==> src/rtl/ip_frame_driver.sv <==
// Host-side initiator for the image-filter IP: buffers an 8x8 frame, replays it, issues the mode, forwards 64 results.
// Latency: all outputs registered; a result appears on res_* one cycle after its out_valid beat.
// Backpressure: host command/pixel streams are valid/ready (ready registered); the result stream has none.
module ip_frame_driver #(
    parameter int N_PIX   = 64,
    parameter int PIX_W   = 8,
    parameter int RES_W   = 12,
    parameter int TIMEOUT = 16
) (
    input  logic             clk,
    input  logic             rst,
    input  logic             cmd_valid,
    output logic             cmd_ready,
    input  logic [1:0]       cmd_mode,
    input  logic             cmd_new_img,
    input  logic             s_pix_valid,
    output logic             s_pix_ready,
    input  logic [PIX_W-1:0] s_pix_data,
    output logic             in_valid_1,
    output logic [PIX_W-1:0] in_image,
    output logic             in_valid_2,
    output logic [1:0]       in_mode,
    input  logic             out_valid,
    input  logic [RES_W-1:0] out_number,
    output logic             res_valid,
    output logic [RES_W-1:0] res_data,
    output logic [5:0]       res_index,
    output logic             res_last,
    output logic             busy,
    output logic             err_mode,
    output logic             err_timeout,
    output logic             err_proto
);

    localparam logic [5:0] LAST_IDX = 6'(N_PIX - 1);
    // WAIT is entered with the timer at 1, so timer==TIMEOUT-1 is the last cycle an out_valid is still accepted.
    localparam logic [5:0] TO_LAST  = 6'(TIMEOUT - 1);

    typedef enum logic [2:0] {
        S_IDLE,
        S_LOAD,
        S_SEND,
        S_MODE,
        S_WAIT,
        S_RECV,
        S_COOL
    } state_t;

    state_t           state, state_nxt;
    logic [5:0]       wr_cnt, wr_cnt_nxt;
    logic [5:0]       send_cnt, send_cnt_nxt;
    logic [5:0]       rd_cnt, rd_cnt_nxt;
    logic [5:0]       timer, timer_nxt;
    logic [1:0]       mode_q, mode_nxt;
    logic             img_held, img_held_nxt;
    logic             err_mode_nxt, err_timeout_nxt, err_proto_nxt;
    logic             res_valid_nxt, res_last_nxt;
    logic [RES_W-1:0] res_data_nxt;
    logic [5:0]       res_index_nxt;
    logic             in_valid_1_nxt, in_valid_2_nxt;
    logic [PIX_W-1:0] in_image_nxt;
    logic [1:0]       in_mode_nxt;
    logic             cmd_acc, pix_acc, pix_wr;

    logic [PIX_W-1:0] pix_buf [N_PIX];

    assign cmd_acc = cmd_valid & cmd_ready;
    assign pix_acc = s_pix_valid & s_pix_ready;

    // Next-state, counter, flag and output computation; outputs are registered from the next state.
    always_comb begin
        state_nxt       = state;
        wr_cnt_nxt      = wr_cnt;
        send_cnt_nxt    = send_cnt;
        rd_cnt_nxt      = rd_cnt;
        timer_nxt       = timer;
        mode_nxt        = mode_q;
        img_held_nxt    = img_held;
        err_mode_nxt    = err_mode;
        err_timeout_nxt = err_timeout;
        err_proto_nxt   = err_proto;
        res_valid_nxt   = 1'b0;
        res_data_nxt    = '0;
        res_index_nxt   = '0;
        res_last_nxt    = 1'b0;
        pix_wr          = 1'b0;

        case (state)
            S_IDLE: begin
                if (cmd_acc) begin
                    mode_nxt = cmd_mode;
                    if (cmd_mode == 2'd3) begin
                        err_mode_nxt = 1'b1;
                    end else if (cmd_new_img || !img_held) begin
                        state_nxt  = S_LOAD;
                        wr_cnt_nxt = '0;
                    end else begin
                        state_nxt = S_MODE;
                    end
                end
            end
            S_LOAD: begin
                if (pix_acc) begin
                    pix_wr = 1'b1;
                    if (wr_cnt == LAST_IDX) begin
                        state_nxt    = S_SEND;
                        wr_cnt_nxt   = '0;
                        send_cnt_nxt = '0;
                    end else begin
                        wr_cnt_nxt = wr_cnt + 6'd1;
                    end
                end
            end
            S_SEND: begin
                if (send_cnt == LAST_IDX) begin
                    state_nxt    = S_MODE;
                    send_cnt_nxt = '0;
                    img_held_nxt = 1'b1;
                end else begin
                    send_cnt_nxt = send_cnt + 6'd1;
                end
            end
            S_MODE: begin
                state_nxt  = S_WAIT;
                timer_nxt  = 6'd1;
                rd_cnt_nxt = '0;
            end
            S_WAIT: begin
                if (out_valid) begin
                    state_nxt  = S_RECV;
                    rd_cnt_nxt = 6'd1;
                    timer_nxt  = '0;
                end else if (timer == TO_LAST) begin
                    state_nxt       = S_IDLE;
                    err_timeout_nxt = 1'b1;
                    timer_nxt       = '0;
                end else begin
                    timer_nxt = timer + 6'd1;
                end
            end
            S_RECV: begin
                if (out_valid) begin
                    if (rd_cnt == LAST_IDX) begin
                        state_nxt  = S_COOL;
                        rd_cnt_nxt = '0;
                    end else begin
                        rd_cnt_nxt = rd_cnt + 6'd1;
                    end
                end else begin
                    // A gap mid-frame abandons the frame; the partial result set is not padded out.
                    state_nxt     = S_IDLE;
                    err_proto_nxt = 1'b1;
                    rd_cnt_nxt    = '0;
                end
            end
            S_COOL: begin
                state_nxt = S_IDLE;
            end
            default: begin
                state_nxt = S_IDLE;
            end
        endcase

        // Result beats are forwarded from WAIT (beat 0) and RECV; COOL swallows any IP tail.
        if ((state == S_WAIT || state == S_RECV) && out_valid) begin
            res_valid_nxt = 1'b1;
            res_data_nxt  = out_number;
            res_index_nxt = rd_cnt;
            res_last_nxt  = (rd_cnt == LAST_IDX);
        end
        if ((state == S_IDLE || state == S_LOAD || state == S_SEND || state == S_MODE) && out_valid) begin
            err_proto_nxt = 1'b1;
        end

        in_valid_1_nxt = (state_nxt == S_SEND);
        in_image_nxt   = in_valid_1_nxt ? pix_buf[send_cnt_nxt] : '0;
        in_valid_2_nxt = (state_nxt == S_MODE);
        in_mode_nxt    = in_valid_2_nxt ? mode_nxt : 2'd0;
    end

    // State register.
    always_ff @(posedge clk) begin
        if (rst) begin
            state <= S_IDLE;
        end else begin
            state <= state_nxt;
        end
    end

    // Counters, held-frame flag, sticky errors and registered outputs.
    always_ff @(posedge clk) begin
        if (rst) begin
            wr_cnt      <= '0;
            send_cnt    <= '0;
            rd_cnt      <= '0;
            timer       <= '0;
            mode_q      <= '0;
            img_held    <= 1'b0;
            err_mode    <= 1'b0;
            err_timeout <= 1'b0;
            err_proto   <= 1'b0;
            res_valid   <= 1'b0;
            res_data    <= '0;
            res_index   <= '0;
            res_last    <= 1'b0;
            in_valid_1  <= 1'b0;
            in_image    <= '0;
            in_valid_2  <= 1'b0;
            in_mode     <= '0;
            cmd_ready   <= 1'b0;
            s_pix_ready <= 1'b0;
            busy        <= 1'b0;
        end else begin
            wr_cnt      <= wr_cnt_nxt;
            send_cnt    <= send_cnt_nxt;
            rd_cnt      <= rd_cnt_nxt;
            timer       <= timer_nxt;
            mode_q      <= mode_nxt;
            img_held    <= img_held_nxt;
            err_mode    <= err_mode_nxt;
            err_timeout <= err_timeout_nxt;
            err_proto   <= err_proto_nxt;
            res_valid   <= res_valid_nxt;
            res_data    <= res_data_nxt;
            res_index   <= res_index_nxt;
            res_last    <= res_last_nxt;
            in_valid_1  <= in_valid_1_nxt;
            in_image    <= in_image_nxt;
            in_valid_2  <= in_valid_2_nxt;
            in_mode     <= in_mode_nxt;
            cmd_ready   <= (state_nxt == S_IDLE);
            s_pix_ready <= (state_nxt == S_LOAD);
            busy        <= (state_nxt != S_IDLE);
        end
    end

    // Frame buffer write; storage only, so no reset.
    always_ff @(posedge clk) begin
        if (pix_wr) begin
            pix_buf[wr_cnt] <= s_pix_data;
        end
    end

endmodule

==> config.mk <==
export PLATFORM = sky130hd
export DESIGN_NAME = ip_frame_driver
export DESIGN_NICKNAME = d
export VERILOG_FILES = /design/src/rtl/ip_frame_driver.sv
export SDC_FILE = /design/constraint.sdc
export NUM_CORES = 1
export LEC_CHECK = 0
export BUFFER_PORTS_ARGS = -buffer_cell sky130_fd_sc_hd__clkbuf_2
export CORE_MARGIN = 1.5
export CORE_UTILIZATION = 40
export DETAILED_ROUTE_END_ITERATION = 10
export GPL_TIMING_DRIVEN = 0
export PLACE_DENSITY = 0.56
export SKIP_LAST_GASP = 1
export SYNTH_ARGS = -nofsm -noshare
export SYNTH_HDL_FRONTEND = slang
export SYNTH_SLANG_ARGS = --single-unit
==> constraint.sdc <==
create_clock -name clk -period 4.2 [get_ports clk]
set_input_delay 0.84 -clock clk [delete_from_list [all_inputs] [get_ports clk]]
set_output_delay 0.84 -clock clk [all_outputs]
set_load 0.02 [all_outputs]
# After elaboration in Yosys (flattened, before gate mapping)
# Memory sizes are Yosys's and may differ from the RTL's. A register that Yosys moved wholly into a read port is not among the register bits.
# Index checks and enable logic that the tools add are counted.
# classes
add_sub_neg	4
multipliers	0
div	0
order_cmp	0
n_eq_ne	19
shift	0
muxes	38
bitwise	6
reduce_logical	24
# ops
cell	count
6-bit two-way mux	13
6-bit one-hot mux with 2 select lines	3
3-bit two-way mux	9
6-bit by 1-bit adder with 6-bit output, second input constant	4
6-bit == test, second input constant	3
3-bit one-hot mux with 6 select lines	1
6-bit one-hot mux with 3 select lines	1
3-bit by 2-bit == test with 1-bit output, second input constant	4
2-bit != test, second input constant	5
1-bit two-way mux	8
3-bit by 1-bit == test with 1-bit output, second input constant	2
3-bit == test, second input constant	2
6-bit by 4-bit == test with 1-bit output, second input constant	1
3-bit logical NOT	2
2-bit two-way mux	3
2-bit AND reduction	3
3-bit AND reduction	2
2-bit nonzero test	3
3-bit nonzero test	2
2-bit OR reduction	3
1-bit logical OR	5
5-bit AND reduction	1
1-bit NOT	4
1-bit AND	2
4 further kinds	5
# totals
reg_bits	60
latch_bits	0
mem_bits_rw	512
romBits	0
in_bits	28
elab_cells	112
memories	1
# memory_table
memory	words	width	rd	rd_ports_with_merged_regs	write_ports	line_no	source
pix_buf	64	8	1	1	1	65	logic [PIX_W-1:0] pix_buf [N_PIX];

# Longest topological paths before layout
# Gate-level depths: netlist of the first run.
# depth
word_depth	9
depth_mapped	13
depth_no_buf	9

# Worst setup path after synthesis of the first run
# Ideal clock, no wire load.
# synth_path
kind	input-to-reg
startpoint	input s_pix_valid
endpoint	register in_image[5] (read register of pix_buf)
t_arrival_ps	2948
slack_ps	1119
path_stages	10
cell_sequence	nand2_1 nor4_2 o22a_1 buf_2 buf_2 buf_1 mux2i_1 o221ai_1 o41ai_1 o32ai_1
# synth_via
elab_chain_cells	6
# synth_lines
element	line_no	source
start: declaration	16	input logic s_pix_valid,
1-bit AND *	68	assign pix_acc = s_pix_valid & s_pix_ready;
3-bit two-way mux	103	if (pix_acc) begin
3-bit one-hot mux with 6 select lines	88	case (state)
3-bit by 2-bit == test with 1-bit output	175	in_valid_1_nxt = (state_nxt == S_SEND);
1-bit NOT (no line)	-	
2-bit OR reduction (no line)	-	
end: declaration	20	output logic [PIX_W-1:0] in_image,
# Every way passes the cells marked *; elsewhere a longest branch is shown, timed or not.
# A chain may end at the register's enable or synchronous reset.

# Final worst setup path of the first run
# layout_path
startpoint	register state[0]
endpoint	register in_image[0] (read register of pix_buf)
# layout_via
elab_chain_cells	6
# layout_lines
element	line_no	source
start: declaration	49	state_t state, state_nxt;
start signal: assignment	186	state <= state_nxt;
3-bit two-way mux, on equally long branches (2 in series)	-	
3-bit one-hot mux with 6 select lines	88	
3-bit by 2-bit == test with 1-bit output	175	
1-bit NOT (no line)	-	
2-bit OR reduction (no line)	-	
# Parallel ways exist; a longest one is shown, timed or not.

==> impl_metrics.yaml, run 1 <==
placement:
  place_congestion: 0.919
  place_ws_ns: -1.08
  place_hpwl_um: 46600
  place.port_buffers: 63
cells_and_area:
  fillers: 5076
  drive_above_1_share_pct: 13.3
  layout.nets: 1894
  area_growth_pct: 16.4
  diodes: 0
  final_core_util_pct: 47.2
logic_synthesis:
  yosys_warnings: 0
  seq_area_frac_synth_pct: 71.4
  ys.flop_type: "edfxtp_1"
  synth-edff-count: 512
  synth_common_cells: "edfxtp_1, nand2_1, mux2i_1"
  netlist_top_cells_area: "edfxtp_1, mux2i_1, dfxtp_1"
  yosysTopAreaCell: "edfxtp_1"
  synth_cell_types: 68
  async_flop_share_pct: 0
  syn-cell-area_um2: 23400
  synth_most_common_cell: "edfxtp_1"
  syn-mean-instance-area_um2: 13.6
  synth_fp_nets: 1756
  yosys_register_bits: 580
  syn_inst: 1724
  yosys.area.top_type_share_pct: 65.6
global_route:
  grt_pass1_wl_um: 102000
  gr-usage-all-layers_pct: 23.4
  grt-ovfl-total: 0
  grt_max_degree: 65
  first_global_vias: 14900
  antenna_found_initial: 1
clock_network:
  cts-root-buf: "clkbuf_16"
  clock_sink_count: 580
  clockBufferDepth: 3
  cts-buffers-inserted: 66
  cts_tree: "built"
  clk_latency_ns: 0.61
  cts_hold_buf: 0
  htreeDepth: 3
  clk_pin_slew_ns: 0.06
critical_path:
  slowest_delay_ns: 0.66
  arrival_ns: 4.62
  path_cells: "buf_4, or3b_1, buf_2, or4_1, buf_2, a32oi_4, buf_4, buf_2, a21oi_1, a211oi_1, nor4b_1, o32ai_1"
  path_max_fanout: 10
  critPathRequiredTime_ns: 4.63
  path_class: "flop to flop"
  cpMostUsedCell: "buf_2"
  crit_path_top_delay_cell: "o32ai_1"
  crit_path_end_kind: "flop"
  r2r_cells: 12
  cp-start-kind: "flop"
floorplanning:
  start_util_pct: 40.5
  num_io_pins: 66
  fp.dieH_um: 245
  die_area_um2: 60000
  coreArea_um2: 57800
  row_count: 88
  die_w_um: 245
timing:
  hold_viol_final: 0
  rsz0062_at_grt: "true"
  fmax_mhz: 239
  fin_crit_sh_pct: 99.6
  tightest_slew_ns: 1.41
  max-slew-margin-rel_pct: 5.78
  setup_viol: 0
  fin_hold_ws_ns: 0.449
  clock_skew_ns: 0.0298
  finalMaxSlewViolations: 0
  min_period_ns: 4.18
  setup_ws_ns: 0.0158
pwr:
  p_leak_uw: 0.00985
  vdd.ir_drop.worst_v: 0.000335
  clkPwrFrac_pct: 46.3
  switchingPower_uw: 2430
  pwr-share-seq_pct: 52.3
  combPwrFrac_pct: 1.4
  p_int_uw: 9580
  swShare_pct: 20.2
  power_density_nw_per_um2: 440
route:
  num_vias: 15500
  dr.first_iter.drc_count: 1891
  route.detailed.drc: 0
  wl_met2_um: 32500
  wl_met3_um: 5970
  top_layer: "met4"
  wl_per_cell_um: 26.2
  drt_pass1_iterations: 6
  final_antenna_net_count: 0
  routed_via_density: 5.79
  wl_met1_um: 29500
  totalWireLength_um: 70000
hold_path:
  whs_path_depth: 2
  hp-class: "input port to flop"
run_status:
  status: "finished, final reports clean"
job:
  maxCapViolCount: 0
sequential cells by signal, indices dropped and copies added, names as in the netlist, 2 cells and up:
register	cells
in_image	8
in_mode	2
mode_q	2
pix_buf	512
rd_cnt	6
res_data	12
res_index	6
send_cnt	6
state	3
timer	6
wr_cnt	6
final timing paths:
check	start	endpoint	slack, ns
worst max register to register	state[0]	in_image[0]	0.02
worst min-delay path	out_number[0]	res_data[0]	0.45
worst max-delay path	state[0]	in_image[0]	0.02
worst min register to register	img_held	img_held	0.46
power groups by stage:
| stage | clock (µW) | sequential, µW | combinational, µW |
|---|---|---|---|
| 2_1_floorplan | 0 | 6400 | 34.6 |
| 4_1_cts | 5640 | 6280 | 163 |
| 3_3_place_gp | 0 | 6410 | 152 |
| 3_5_place_dp | 0 | 6400 | 162 |
| 6_report | 5560 | 6280 | 168 |
| 5_1_grt | 5860 | 6280 | 182 |
cell families (layout without fill, tap and decap cells):
family,Yosys count,after routing,synth area share [%]
simple gates,573,573,11.3
fa+ha+maj,4,4,0.214
flops,580,580,71.4
xor+xnor,6,6,0.224
mux,138,138,5.90
compound gates,308,308,8.83
buf+inv,115,302,2.14
critical path, delay by kind of cell (launching register included):
family,cells,cell delay (ns)
simple gates,3,0.94
compound gates,4,1.56
flops,1,0.30
buf+inv,5,1.21
layout make-up:
cell class,instances,area (µm²),share of cell area (%)
Sequential cell,580,16700,61.4
Tap cell,765,957,3.51
Clock buffer,88,1850,6.78
Clock inverter,29,226,0.830
Multi-Input combinational cell,1029,6510,23.9
Buffer,108,523,1.92
Inverter,7,26.3,0.0963
Timing Repair Buffer,70,448,1.64
metal layers:
layer / vias to the layer above / GRT usage (%)
met5: - / 0
met4: 0 / 8.42
met3: 108 / 4.07
met2: 731 / 37.0
met1: 7779 / 32.5
li1: 6864 / -
through the flow:
step	instances	cell area, µm²	TNS (ns)	power [µW]
5_1_grt	2676	27300	-0.0618	12300
2_1_floorplan	1724	23400	0	6440
3_5_place_dp	2554	24800	-6.82	6570
4_1_cts	2674	27100	-0.0624	12100
6_report	2676	27300	0	12000
3_3_place_gp	2552	24700	-6.88	6560
repair_timing:
item | 4_1_cts | 5_1_grt
setup endpoints to repair | 8 | 8
hold endpoints to repair | 0 | 0
gates resized for setup | 51 | 28
pin swaps | 1 | 1
buffers inserted | 3 | 0
cells in the final DEF (no fill, tap or decap), types with 12 or more instances in the layout:
| cell type | count |
|---|---|
| buf_4 | 14 |
| nor2_1 | 118 |
| a31oi_1 | 12 |
| nand4_1 | 15 |
| and2_1 | 27 |
| dfxtp_1 | 68 |
| and3_1 | 25 |
| buf_2 | 22 |
| o22ai_1 | 54 |
| clkbuf_1 | 67 |
| clkinv_1 | 12 |
| edfxtp_1 | 512 |
| nor3_1 | 15 |
| clkbuf_16 | 69 |
| nand3_1 | 57 |
| mux2i_1 | 138 |
| o21ai_0 | 13 |
| a21oi_1 | 104 |
| clkbuf_2 | 71 |
| a211oi_1 | 21 |
| nand2_1 | 252 |
Power figures use the tool's default switching activity.
==> run 2, diff against run 1 <==
--- a/config.mk
+++ b/config.mk
@@ -6,10 +6,12 @@
 export NUM_CORES = 1
 export LEC_CHECK = 0
 export BUFFER_PORTS_ARGS = -buffer_cell sky130_fd_sc_hd__clkbuf_2
+export CORE_ASPECT_RATIO = 1.5
 export CORE_MARGIN = 1.5
 export CORE_UTILIZATION = 40
 export DETAILED_ROUTE_END_ITERATION = 10
 export GPL_TIMING_DRIVEN = 0
+export HOLD_SLACK_MARGIN = 0.12
 export PLACE_DENSITY = 0.56
 export SKIP_LAST_GASP = 1
 export SYNTH_ARGS = -nofsm -noshare
==> run 2 against run 1 <==
Effect of this change: via count down 1.6%; power down 6.0%; utilization down 0.82 points; final area down 1.7%; die area about the same; clock skew down 0.0059 ns; critical path depth unchanged; clock power down 13%; setup slack better by 0.010 ns; highest routed layer unchanged.
==> impl_metrics.yaml, run 2 (synthesis results as in run 1) <==
critical_path:
  critPathRequiredTime_ns: 4.62
  cp-start-kind: "flop"
  r2r-start: "state[0]"
  rrSetupSlack_ns: 0.03
  arrival_ns: 4.60
  crit_path_start: "state[0]"
  crit_path_top_delay_cell: "o41ai_2"
  crit_end: "in_image[3]"
  slowest_delay_ns: 0.65
  path_max_fanout: 10
  path_cells: "buf_4, or3b_1, buf_2, nor4_4, o22a_1, buf_2, clkbuf_2, buf_2, mux2i_1, o22ai_1, o41ai_2, o32ai_1"
  crit_path_end_kind: "flop"
  cpMostUsedCell: "buf_2"
  r2r_end: "in_image[3]"
  path_class: "flop to flop"
  r2r_cells: 12
timing:
  max-slew-margin-rel_pct: 5.31
  hold_viol_final: 0
  fmax_mhz: 240
  min_period_ns: 4.17
  fin_crit_sh_pct: 99.4
  tightest_slew_ns: 1.42
  finalMaxSlewViolations: 0
  setup_viol: 0
  clock_skew_ns: 0.0239
route:
  dr.first_iter.drc_count: 1474
  num_vias: 15200
  routed_via_density: 5.71
  route.detailed.drc: 0
  totalWireLength_um: 72100
  final_antenna_net_count: 0
  drt_pass1_iterations: 6
  wl_per_cell_um: 27.0
floorplanning:
  start_util_pct: 40.5
  fp.dieH_um: 299
  die_w_um: 201
  row_count: 108
  num_io_pins: 66
  coreArea_um2: 57800
  die_area_um2: 60100
cells_and_area:
  diodes: 0
  final_common_cell: "edfxtp_1"
  fillers: 5191
  largest-register: "pix_buf"
  final_cell_mix: "edfxtp_1, nand2_1, mux2i_1"
  area_growth_pct: 14.4
  final_core_util_pct: 46.4
  drive_above_1_share_pct: 12.8
  layout.nets: 1882
  reg_top3: "pix_buf (512), res_data (12), in_image (8)"
  largest_reg_flops: 512
  final-instance-count-excl-fill: 2666
clock_network:
  clock_sink_count: 580
  clk_latency_ns: 0.62
  cts_tree: "built"
  clk_pin_slew_ns: 0.06
  cts-root-buf: "clkbuf_16"
  clockBufferDepth: 3
  htreeDepth: 2
  cts-buffers-inserted: 54
  cts_hold_buf: 0
hold_path:
  hp-class: "input port to flop"
pwr:
  vdd.ir_drop.worst_v: 0.000280
  p_leak_uw: 0.00965
  power_density_nw_per_um2: 421
global_route:
  grt_pass1_wl_um: 103000
  grt_max_degree: 65
  grtUsageMet2_pct: 43.6
  gr-usage-all-layers_pct: 23.8
  met3_usage_pct: 3.39
  use_met1_pct: 26.7
  antenna_found_initial: 1
  grt-ovfl-total: 0
  first_global_vias: 15100
  top_usage_layer: "met2"
job:
  maxCapViolCount: 0
run_status:
  status: "finished, final reports clean"
placement:
  place.port_buffers: 63
  dp.cells: 2558
  place_hpwl_um: 48900
  place_congestion: 0.880
run 2: cell type report:
| cell class | count | area, µm² | area share (%) |
|---|---|---|---|
| Tap cell | 770 | 963 | 3.59 |
| Timing Repair Buffer | 71 | 425 | 1.59 |
| Buffer | 107 | 507 | 1.89 |
| Inverter | 7 | 26.3 | 0.0980 |
| Multi-Input combinational cell | 1029 | 6410 | 23.9 |
| Sequential cell | 580 | 16700 | 62.4 |
| Clock buffer | 71 | 1510 | 5.63 |
| Clock inverter | 31 | 230 | 0.859 |
run 2: report_power, final:
group          total [µW]  leakage, µW  switching, µW  internal (µW)
clock network        4850     0.000846           2190           2660
registers            6280      0.00515           4.09           6270
logic                 162      0.00365            131           30.4
run 2: how the worst min path moves through the flow:
stage / from / to / cells after the start
after CTS: out_number[1] / res_data[1] / 2
after global routing: out_number[5] / res_data[5] / 2
final: out_number[1] / res_data[1] / 2
after global placement: img_held / img_held / 2
after detailed placement: img_held / img_held / 2
after floorplan: img_held / img_held / 2
run 2: layer usage:
metal | vias to the layer above | wire [µm]
met1 | 7706 | 26400
met3 | 150 | 3940
met4 | 0 | 4110
met5 | - | 0
met2 | 563 | 37600
li1 | 6813 | -
run 2: timing repair:
| action | 4_1_cts | 5_1_grt |
|---|---|---|
| endpoints found under the hold margin | 0 | 0 |
| buffers inserted | 0 | 6 |
| pin swaps | 0 | 3 |
| gates cloned | 0 | 0 |
| endpoints found under the setup margin | 8 | 8 |
| resized for setup | 36 | 29 |
run 2: stage by stage:
step                 TNS, ns  setup slack [ns]  instance area (µm²)  hold slack [ns]  total power [µW]
floorplan                  0              1.12                23400            0.426              6440
global placement       -7.28             -1.37                24700            0.439              6560
detailed placement     -6.99             -1.35                24700            0.450              6560
CTS                 -0.00445          -0.00445                26700            0.423             11300
global route        -0.00538          -0.00538                26800            0.436             11500
finish                     0            0.0260                26800            0.445             11300
run 2: worst max-delay path, delay by kind of cell (launching register included):
kind / cells / cell delay, ns
DFF: 1 / 0.31
muxes: 1 / 0.29
buffers and inverters: 5 / 1.37
AOI/OAI and AO/OA: 4 / 1.23
and+or+nand+nor: 2 / 0.74
==> run 3, diff against run 2 <==
--- a/config.mk
+++ b/config.mk
@@ -12,6 +12,7 @@
 export DETAILED_ROUTE_END_ITERATION = 10
 export GPL_TIMING_DRIVEN = 0
 export HOLD_SLACK_MARGIN = 0.12
+export MAX_ROUTING_LAYER = met4
 export PLACE_DENSITY = 0.56
 export SKIP_LAST_GASP = 1
 export SYNTH_ARGS = -nofsm -noshare
==> run 3 against run 2 <==
Effect of this change: combinational power is essentially flat; clock skew is 0.011 ns lower; global-route usage increased by 0.79 points; maximum frequency decreased by 0.31%; register-to-register slack about the same; cell count barely moved; critical endpoint is now in_image[6]; critical path depth stayed put; largest cell class unchanged; routed wire length is 0.11% lower; power grew 2.9%; sequential share of layout area shrank 0.28 points; clock-buffer cell count down 12.
==> impl_metrics.yaml, run 3 (synthesis results as in run 1) <==
global_route:
  antenna_found_initial: 1
  grtUsageMet2_pct: 42.8
  grt_pass1_wl_um: 103000
  grt-ovfl-total: 0
  first_global_vias: 15300
  use_met1_pct: 27.3
  gr-usage-all-layers_pct: 24.5
  met3_usage_pct: 3.44
  top_usage_layer: "met2"
  grt_max_degree: 65
clock_network:
  clock_sink_count: 580
  clk_latency_ns: 0.61
  cts-buffers-inserted: 54
  htreeDepth: 2
  clk_pin_slew_ns: 0.07
  cts_tree: "built"
  clockBufferDepth: 3
  cts-root-buf: "clkbuf_16"
job:
  maxCapViolCount: 0
timing:
  fmax_mhz: 239
  clock_skew_ns: 0.0129
  setup_ws_ns: 0.0132
  finalMaxSlewViolations: 0
  min_period_ns: 4.19
  max-slew-margin-rel_pct: 4.76
  hold_viol_final: 0
  fin_crit_sh_pct: 99.7
  tightest_slew_ns: 1.43
  setup-tns-final_ns: 0
  setup_viol: 0
  rsz0062_at_grt: "true"
critical_path:
  path_max_fanout: 10
  path_class: "flop to flop"
  rrSetupSlack_ns: 0.01
  critPathRequiredTime_ns: 4.62
  cp-start-kind: "flop"
  arrival_ns: 4.61
  crit_path_end_kind: "flop"
floorplanning:
  row_count: 108
  fp.dieH_um: 299
  die_w_um: 201
  coreArea_um2: 57800
  die_area_um2: 60100
  num_io_pins: 66
  start_util_pct: 40.5
pwr:
  power_density_nw_per_um2: 431
  p_leak_uw: 0.00970
  vdd.ir_drop.worst_v: 0.000270
  power.total_uw: 11600
route:
  totalWireLength_um: 72000
  route.detailed.drc: 0
  final_antenna_net_count: 0
  routed_via_density: 5.74
  num_vias: 15300
  dr.first_iter.drc_count: 1371
  wl_per_cell_um: 27.0
  drt_pass1_iterations: 7
cells_and_area:
  largest-register: "pix_buf"
  final_core_util_pct: 46.6
  diodes: 0
  fillers: 5197
  final_cell_mix: "edfxtp_1, nand2_1, mux2i_1"
  final_common_cell: "edfxtp_1"
  seqCellArea_um2: 16700
  largest_reg_flops: 512
  drive_above_1_share_pct: 13.5
  layout.nets: 1882
  reg_top3: "pix_buf (512), res_data (12), in_image (8)"
  area_growth_pct: 14.9
  multi_input_area_um2: 6410
placement:
  place_ws_ns: -1.40
  place_congestion: 0.890
  place_hpwl_um: 48900
  place.port_buffers: 63
hold_path:
  hp-class: "input port to flop"
run_status:
  status: "finished, final reports clean"
==> run 3: report_power, final <==
part / leakage [µW] / internal [µW] / total, µW / switching [µW]
combinational: 0.00366 / 31.2 / 164 / 133
clock: 0.000897 / 2960 / 5180 / 2220
sequential: 0.00515 / 6270 / 6270 / 4.06
total: 0.00970 / 9260 / 11600 / 2350
==> run 3: layout make-up <==
class                   count  share of cell area (%)
well taps                 770                    3.58
clock inverters            42                    1.71
flip-flops and latches    580                    62.1
multi-input cells        1029                    23.8
plain buffers             108                    1.90
inverters                   7                  0.0976
repair buffers             70                    1.58
clock buffers              59                    5.17
==> run 3: path summary, 6_finish.rpt <==
check	endpoint	start	cells after the start
setup reg to reg	in_image[6]	state[0]	12
hold reg to reg	img_held	img_held	2
hold / removal	res_data[11]	out_number[11]	2
setup / recovery	in_image[6]	state[0]	12
==> run 3: timing repair <==
action / 4_1_cts / 5_1_grt
pin swaps: 0 / 3
hold buffers: 0 / 0
setup endpoints to repair: 8 / 8
buffers inserted: 0 / 5
gates resized for setup: 35 / 30
==> run 3: routing by layer <==
| layer | part of all wire (%) | routed length [µm] |
|---|---|---|
| met5 | 0 | 0 |
| met4 | 5.7 | 4120 |
| met3 | 5.8 | 4160 |
| met2 | 52 | 37100 |
| met1 | 37 | 26600 |
==> run 3: worst max-delay path, cell delays in order (launching register included) <==
cell and delay (ns):
dfxtp_1 0.31, buf_4 0.15, or3b_1 0.36, buf_2 0.19, nor4_4 0.43, o22a_1 0.18, buf_2 0.20, buf_2 0.32
buf_2 0.47, mux2i_1 0.35, o22ai_1 0.12, o41ai_1 0.64, o32ai_1 0.29
==> run 3: through the flow <==
stage / cells / instance area (µm²) / hold slack, ns
CTS: 2658 / 26700 / 0.402
global route: 2665 / 26900 / 0.440
detailed placement: 2557 / 24700 / 0.451
floorplan: 1724 / 23400 / 0.426
global placement: 2557 / 24700 / 0.439
finish: 2665 / 26900 / 0.430
